[config.mk]
export PLATFORM = sky130hd
export DESIGN_NAME = memchr
export DESIGN_NICKNAME = d
export VERILOG_FILES = /design/src/rtl/memchr.sv
export SDC_FILE = /design/constraint.sdc
export NUM_CORES = 1
export LEC_CHECK = 0
export CAP_MARGIN = 20
export CELL_PAD_IN_SITES_DETAIL_PLACEMENT = 1
export CELL_PAD_IN_SITES_GLOBAL_PLACEMENT = 2
export CORE_ASPECT_RATIO = 0.7
export CORE_MARGIN = 5
export CORE_UTILIZATION = 29
export DETAILED_ROUTE_END_ITERATION = 10
export PLACE_DENSITY_LB_ADDON = 0.3
export SLEW_MARGIN = 5
export SYNTH_ARGS = -nofsm -noshare
export SYNTH_HDL_FRONTEND = slang
export SYNTH_SLANG_ARGS = --single-unit
[constraint.sdc]
create_clock -name clk -period 7.05 [get_ports clk]
set_clock_uncertainty 0.1 [all_clocks]
set_input_delay 1.41 -clock clk [delete_from_list [all_inputs] [get_ports clk]]
set_output_delay 1.41 -clock clk [all_outputs]
set_load 0.01 [all_outputs]
[src/rtl/memchr.sv]
// rtl/memchr.sv - word-by-word memory search for the first word whose low bits match a pattern
//
// Optional feature: define MEMCHR_ABORT_EN to add the abort input.
//
// Ports:
//   clk, reset_n                    clock, synchronous active-low reset
//   start, m, c, n                  search request: base address, pattern, word count
//   abort                           (MEMCHR_ABORT_EN only) cancel a search in progress
//   finish                          one-cycle completion pulse
//   found, return_val               result: match flag and address of first match
//   memory_controller_address       read address, held through the data-return cycle
//   memory_controller_write_enable  tied 0 (read-only engine)
//   memory_controller_in            tied 0
//   memory_controller_out           read data, valid one cycle after the address
module memchr #(
  parameter int ADDR_WIDTH  = 32,
  parameter int MATCH_WIDTH = 8
) (
  input  logic                  clk,
  input  logic                  reset_n,
  input  logic                  start,
  input  logic [ADDR_WIDTH-1:0] m,
  input  logic [31:0]           c,
  input  logic [ADDR_WIDTH-1:0] n,
`ifdef MEMCHR_ABORT_EN
  input  logic                  abort,
`endif
  output logic                  finish,
  output logic                  found,
  output logic [ADDR_WIDTH-1:0] return_val,
  output logic [ADDR_WIDTH-1:0] memory_controller_address,
  output logic                  memory_controller_write_enable,
  output logic [31:0]           memory_controller_in,
  input  logic [31:0]           memory_controller_out
);

  typedef enum logic [1:0] {IDLE, ISSUE, CHECK, DONE} state_t;

  localparam logic [ADDR_WIDTH-1:0] ADDR_ONE = ADDR_WIDTH'(1);

  state_t                 state_q, state_d;
  logic [ADDR_WIDTH-1:0]  base_q, base_d;
  logic [MATCH_WIDTH-1:0] pat_q, pat_d;
  logic [ADDR_WIDTH-1:0]  cnt_q, cnt_d;
  logic [ADDR_WIDTH-1:0]  idx_q, idx_d;
  logic [ADDR_WIDTH-1:0]  addr_q, addr_d;
  logic                   finish_q, finish_d;
  logic                   found_q, found_d;
  logic [ADDR_WIDTH-1:0]  ret_q, ret_d;

  logic hit;
  logic last;
  logic abort_hit;
  logic unused_bits;

  assign hit  = (memory_controller_out[MATCH_WIDTH-1:0] == pat_q);
  assign last = ((idx_q + ADDR_ONE) == cnt_q);

`ifdef MEMCHR_ABORT_EN
  assign abort_hit = abort;
`else
  assign abort_hit = 1'b0;
`endif

  // Only the low MATCH_WIDTH bits of c and of the read data take part in the compare.
  assign unused_bits = ^{c, memory_controller_out};

  // State register and datapath flops.
  always_ff @(posedge clk) begin
    if (!reset_n) begin
      state_q  <= IDLE;
      base_q   <= '0;
      pat_q    <= '0;
      cnt_q    <= '0;
      idx_q    <= '0;
      addr_q   <= '0;
      finish_q <= 1'b0;
      found_q  <= 1'b0;
      ret_q    <= '0;
    end else begin
      state_q  <= state_d;
      base_q   <= base_d;
      pat_q    <= pat_d;
      cnt_q    <= cnt_d;
      idx_q    <= idx_d;
      addr_q   <= addr_d;
      finish_q <= finish_d;
      found_q  <= found_d;
      ret_q    <= ret_d;
    end
  end

  // Next-state logic.
  always_comb begin
    state_d = state_q;
    case (state_q)
      IDLE:  if (start) state_d = (n == '0) ? DONE : ISSUE;
      ISSUE: state_d = abort_hit ? DONE : CHECK;
      CHECK: state_d = (abort_hit || hit || last) ? DONE : ISSUE;
      DONE:  state_d = IDLE;
      default: state_d = IDLE;
    endcase
  end

  // Output / datapath logic. The address register is loaded on entry to ISSUE
  // so it presents base+idx during ISSUE and holds it while data returns in CHECK.
  always_comb begin
    base_d  = base_q;
    pat_d   = pat_q;
    cnt_d   = cnt_q;
    idx_d   = idx_q;
    addr_d  = addr_q;
    found_d = found_q;
    ret_d   = ret_q;
    case (state_q)
      IDLE: begin
        if (start) begin
          base_d  = m;
          pat_d   = c[MATCH_WIDTH-1:0];
          cnt_d   = n;
          idx_d   = '0;
          found_d = 1'b0;
          ret_d   = '0;
          if (n != '0) addr_d = m;
        end
      end
      ISSUE: begin
        if (abort_hit) begin
          found_d = 1'b0;
          ret_d   = '0;
        end
      end
      CHECK: begin
        // Abort outranks a match seen in the same cycle.
        if (abort_hit) begin
          found_d = 1'b0;
          ret_d   = '0;
        end else if (hit) begin
          found_d = 1'b1;
          ret_d   = base_q + idx_q;
        end else if (last) begin
          found_d = 1'b0;
          ret_d   = '0;
        end else begin
          idx_d  = idx_q + ADDR_ONE;
          addr_d = base_q + idx_q + ADDR_ONE;
        end
      end
      default: ;
    endcase
    finish_d = (state_d == DONE);
  end

  assign finish                         = finish_q;
  assign found                          = found_q;
  assign return_val                     = ret_q;
  assign memory_controller_address      = addr_q;
  assign memory_controller_write_enable = 1'b0;
  assign memory_controller_in           = '0;

endmodule

# Word level (Yosys, flattened, before mapping)
# Cells that the tools add are included.
# Widths: inputs -> output; s select.
# word_totals
latchBits	0
mem_count	0
regBits	172
ram_bits	0
romBits	0
# classes
multipliers	0
n_eq_ne	11
reduce_logical	9
shift	0
n_lt_le_gt_ge	0
addsub	3
n_mux	20
n_bitwise	0
n_div	0
# op_table
operator	n
$mux 32	9
$pmux 32 s2	3
$add 32x1->32 const B	2
$add 32x32->32	1
$eq 32x32->1	1
$logic_not 32->1	1
$reduce_bool 32->1	1
$eq 8x8->1	1
$ne 2x2->1 const B	4
$pmux 2 s4	1
$eq 2x2->1 const B	3
$mux 2	3
$reduce_and 5->1	1
$reduce_and 4->1	1
$mux 1	3
$ne 3x3->1 const B	1
$reduce_and 3->1	1
$eq 2x1->1 const B	1
$logic_not 2->1	1
$pmux 1 s2	1
$reduce_and 2->1	1
$reduce_bool 2->1	1
$logic_or 1x1->1	1

# Longest topological paths before layout
# logic_depth
ltp_word	6
ltp_mapped	14
ltp_nobuf	12

# Worst setup path before layout
# No wires, ideal clock.
# synth_timing
path_type	register -> register
from	register idx_q[0]
to	register addr_q[22], in the netlist memory_controller_address[22]
period_less_slack_ps	3914
setup_slack_ps	3136
required_ps	6872
arrival_ps	3736
path_stages_with_launch	14
path_buffers	1
setup_time_ps	78
path_cell_list	dfxtp_1 ha_1 fa_1 a21o_1 a221o_1 a221oi_1 xnor2_1 and4_1 clkbuf_1 nand4_1 or3_1 o31a_1 o311a_1 nor3_1
# synth_via
elab_chain_cells	5
elab_cells_between_ends	9
# synth_rtl
item	line_no	source
start: declaration	45	logic [ADDR_WIDTH-1:0] idx_q, idx_d;
start signal: assignment	85	idx_q <= idx_d;
$add 32x32->32	146	addr_d = base_q + idx_q + ADDR_ONE;
$add 32x1->32	146	
$mux 32	141	end else if (last) begin
$mux 32	138	end else if (hit) begin
$pmux 32 s2	115	case (state_q)
end signal: assignment	86	addr_q <= addr_d;
end: declaration	46	logic [ADDR_WIDTH-1:0] addr_q, addr_d;
# Several ways; a longest one is shown, not always the timed one. The select of a mux whose other input is x is not followed.
# A chain may end at the register's enable or synchronous reset.

# Worst setup path in the final report
# layout_timing
from	register idx_q[7]
to	register idx_q[2]
# layout_via
elab_chain_cells	4
# layout_rtl
item	line_no	source
$add 32x1->32	57	assign last = ((idx_q + ADDR_ONE) == cnt_q);
$eq 32x32->1	57	
$ne 2x2->1 (no line)	--	
$reduce_and 4->1 (no line)	--	
# No other way between the ends.

==> impl_results.md <==
- Yosys warns: 0
- Relative slew slack: 0.306
- Buffers and inverters on the worst path: 2
- Ranking of synthesized cells by area: dfxtp_1 32%, nand2_1 9.9%, a21oi_1 7.6%, xnor2_1 5.1%, ha_1 3.9%
- Clk Latency, worst-skew pair: approximately 0.46 ns
- Hold_ws: between 0.3 and 0.4 ns
- Gate Count Post-Synth: between 1000 and 1500
- CP delay by family, top: simple AND/OR/NAND/NOR gates
- Max FO, Critical Path: 34
- Synth Area in XOR/XNOR: 0.0822
- Average size of a mapped cell: approximately 7.4 um^2
- HPWL after detailed placement: 29.3 mm
- Clock Sink Count: roughly 170
- Overflow left after global routing: 0
- Layout cells sized above 1: 0.0482
- Setup-failing EPs final: 0
- Initial Utilization: 0.295
- Root buf cell: clkbuf_16
- Wire per inst: slightly below 20 um
- Die area: 0.0407 mm^2
- Yosys reg bits: roughly 170
- Simple-gate share of the synthesized area: 0.280
- Initial drt markers: 637
- Largest family of logic cells by synthesized area: simple AND/OR/NAND/NOR gates
- Cell taking the most area after synthesis: dfxtp_1
- Worst EP arrival: roughly 5.3 ns
- Flop-to-flop setup slack: roughly 2 ns
- Final setup TNS: 0 ns
- Setup WS pre-CTS: approximately 2.1 ns
- Post-synthesis mux area share: 0.00599
- CP startpoint: idx_q[7]
- Clk slew on worst S/H paths: around 0.070 ns
- RSZ-0062 raised after global routing: no
- Number of synthesized flops with an enable pin: 0
- Post CTS Setup Buffer Count: 0
- Routed vias: ~11000
- First-pass GRT wire length: roughly 62 mm
- Max capacitance violation total: 0
- Die Y: ~170 um
- Clock Tree Buf Depth: 2
- Crit path to: idx_q[2]
- PwrDens: 193 mW/mm^2
- Netlist cell types: 73
- WP depth: 12
- DRC viols: 0
- # H-tree levels: 4
- Nets@finish: 1688
- FP Rows: between 50 and 60
- Commonest cells post-synth: 280 x nand2_1, 172 x dfxtp_1, 162 x a21oi_1, 99 x nor2_1, 78 x clkbuf_1
- Minimum clock period: between 5 and 6 ns
- WL final: 40.1 mm
- Crit path kind: flop to flop
- Total Routing Usage GR: 0.193
- CP endpoint kind: flop
- CTS resizes: 0
- Netlist Area Pre-Place: about 0.011 mm^2
- Synth Area in Adders: 0.0407
- Peak Freq: roughly 0.20 GHz
- Maximum number of pins on one net before global-route repair: 91
- Die Wd: approximately 240 um
- Most common cell in the synthesized netlist: nand2_1
- Measured slew at the worst slew-check pin: approximately 1.0 ns
- Main synth FF type: dfxtp_1
- Worst Hold Class: flop to flop
- CP peak stage delay: 0.76 ns
- Reg2Reg Depth: 12
- Hold Fails Final Rpt: 0
- CP max stage cell: or4_1
- Hold Path Depth: 2
- Ant. Diodes: 0
- Startpoint class of the critical path: flop
- CTS tree: done
- Worst flop-to-flop path endpoint: idx_q[2]
- Slew Viols, Final: 0
- Final Core Density: 0.361
- TritonRoute pass-1 iters: 5
- Antenna violations before repair: 1
- CTS Hold Buffers Added: 0
- Number of port buffers: approximately 150
- Number of I/O pins: between 200 and 250
- Setup slack after layout: 1.98 ns
- Register area share after synthesis: 0.323
- Antenna Nets Post-Route: 0
- Number of global-route vias before repair: approximately 11000
- Worst EP required: 7.32 ns
- Reg2Reg Launch Point: idx_q[7]
- Vias per cell: roughly 5.3
- Synthesis-to-finish area growth: 22.2%
- TritonCTS buffer count: 17
- P_leak: between 4 and 5 nW
- Max VDD drop: roughly 160 uV
- Core area: 0.0361 mm^2
- Post-synth top area share: 0.323
- Post-synthesis compound-gate area fraction: 0.206
- Status: complete, no violations
- Async set-reset flop share out of synthesis: 0
- GPL Wtd Cong: 0.844
- Crit-path cells: nand3_2 -> or4_1 -> or4_1 -> a211oi_1 -> o2111ai_1 -> or3_4 -> o211ai_4 -> buf_4 -> and2_1 -> buf_4 -> o21ai_0 -> a21oi_1
- Post-Layout Cell Count: between 2000 and 2500
- Fillcell total: ~4400
- Inst Count DP: approximately 2000
- Final period util: 0.720
power by group:
group / switching, mW / internal (mW) / leakage [nW]
combinational: 0.230 / 0.157 / 2.89
clock: 0.431 / 0.649 / 0.315
sequential: 0.0325 / 1.01 / 1.40
total: 0.694 / 1.82 / 4.61
placed cells by master, fill, tap and decap left out, types with 7 or more instances in the layout:
| cell type | n |
|---|---|
| o21ai_1 | 8 |
| a31oi_1 | 22 |
| nor4_1 | 24 |
| nor3_1 | 30 |
| a21o_1 | 15 |
| and4_1 | 12 |
| a21oi_1 | 161 |
| or3_1 | 15 |
| or2_2 | 8 |
| o22ai_1 | 23 |
| buf_4 | 12 |
| or4_1 | 7 |
| ha_1 | 33 |
| o21ai_0 | 47 |
| conb_1 | 33 |
| xnor2_1 | 62 |
| clkbuf_16 | 17 |
| clkdlybuf4s50_1 | 148 |
| and3_1 | 21 |
| a211oi_1 | 8 |
| nand2b_1 | 9 |
| nand2_1 | 279 |
| nand4_1 | 30 |
| o211ai_1 | 22 |
| and2_1 | 9 |
| xor2_1 | 38 |
| inv_1 | 8 |
| nor2_1 | 99 |
| dfxtp_1 | 172 |
| nand3_1 | 57 |
state kept, by name (all words and copies together), names as in the netlist:
name                       count
idx_q                         32
memory_controller_address     32
state_q                        2
base_q                        32
return_val                    32
cnt_q                         32
found                          1
pat_q                          8
finish                         1
worst min-delay path by stage:
stage,start,to,slack [ns]
after global routing,memory_controller_address[6],memory_controller_address[6],0.38
after global placement,memory_controller_address[12],memory_controller_address[12],0.34
after CTS,memory_controller_address[12],memory_controller_address[12],0.36
final,memory_controller_address[6],memory_controller_address[6],0.36
after floorplan,base_q[0],base_q[0],0.34
after detailed placement,memory_controller_address[14],memory_controller_address[14],0.35
cells by family (layout without fill, tap and decap cells):
family / Yosys count / in the layout
AO/OA/AOI/OAI: 360 / 360
XOR/XNOR: 100 / 100
adder cells (fa/ha/maj): 34 / 34
buffers and inverters: 135 / 202
flip-flops: 172 / 172
multiplexers: 6 / 6
other: 1 / 33
AND/OR/NAND/NOR: 629 / 629
tightest hold or removal path, cell delays in order (launching register included):
cell and delay (ns):
dfxtp_1 0.31, nand2_1 0.05, a21oi_1 0.05
routing by layer:
layer	wire, um	vias to the layer above	part of all wire	global-route usage
met5	7	-	0.00017	0
met4	527	2	0.013	0.0444
met3	1370	30	0.034	0.0348
met2	18200	145	0.45	0.308
met1	20000	5346	0.50	0.271
li1	-	5224	-	-
metrics by stage:
stage	instance area [um^2]	total power [mW]
2_1_floorplan	10800	1.29
3_3_place_gp	12400	1.45
3_5_place_dp	12400	1.46
4_1_cts	13000	2.54
5_1_grt	13000	2.61
6_report	13000	2.51
final cells by class:
type	instances	area, um^2	share of cell area
repair buffers	161	1590	0.122
inverters	9	36.3	0.00279
well taps	480	601	0.0462
multi-input cells	1162	6690	0.514
clock inverters	10	185	0.0142
flip-flops and latches	172	3440	0.265
clock buffers	22	464	0.0357
(Power assumes the default switching activity.)
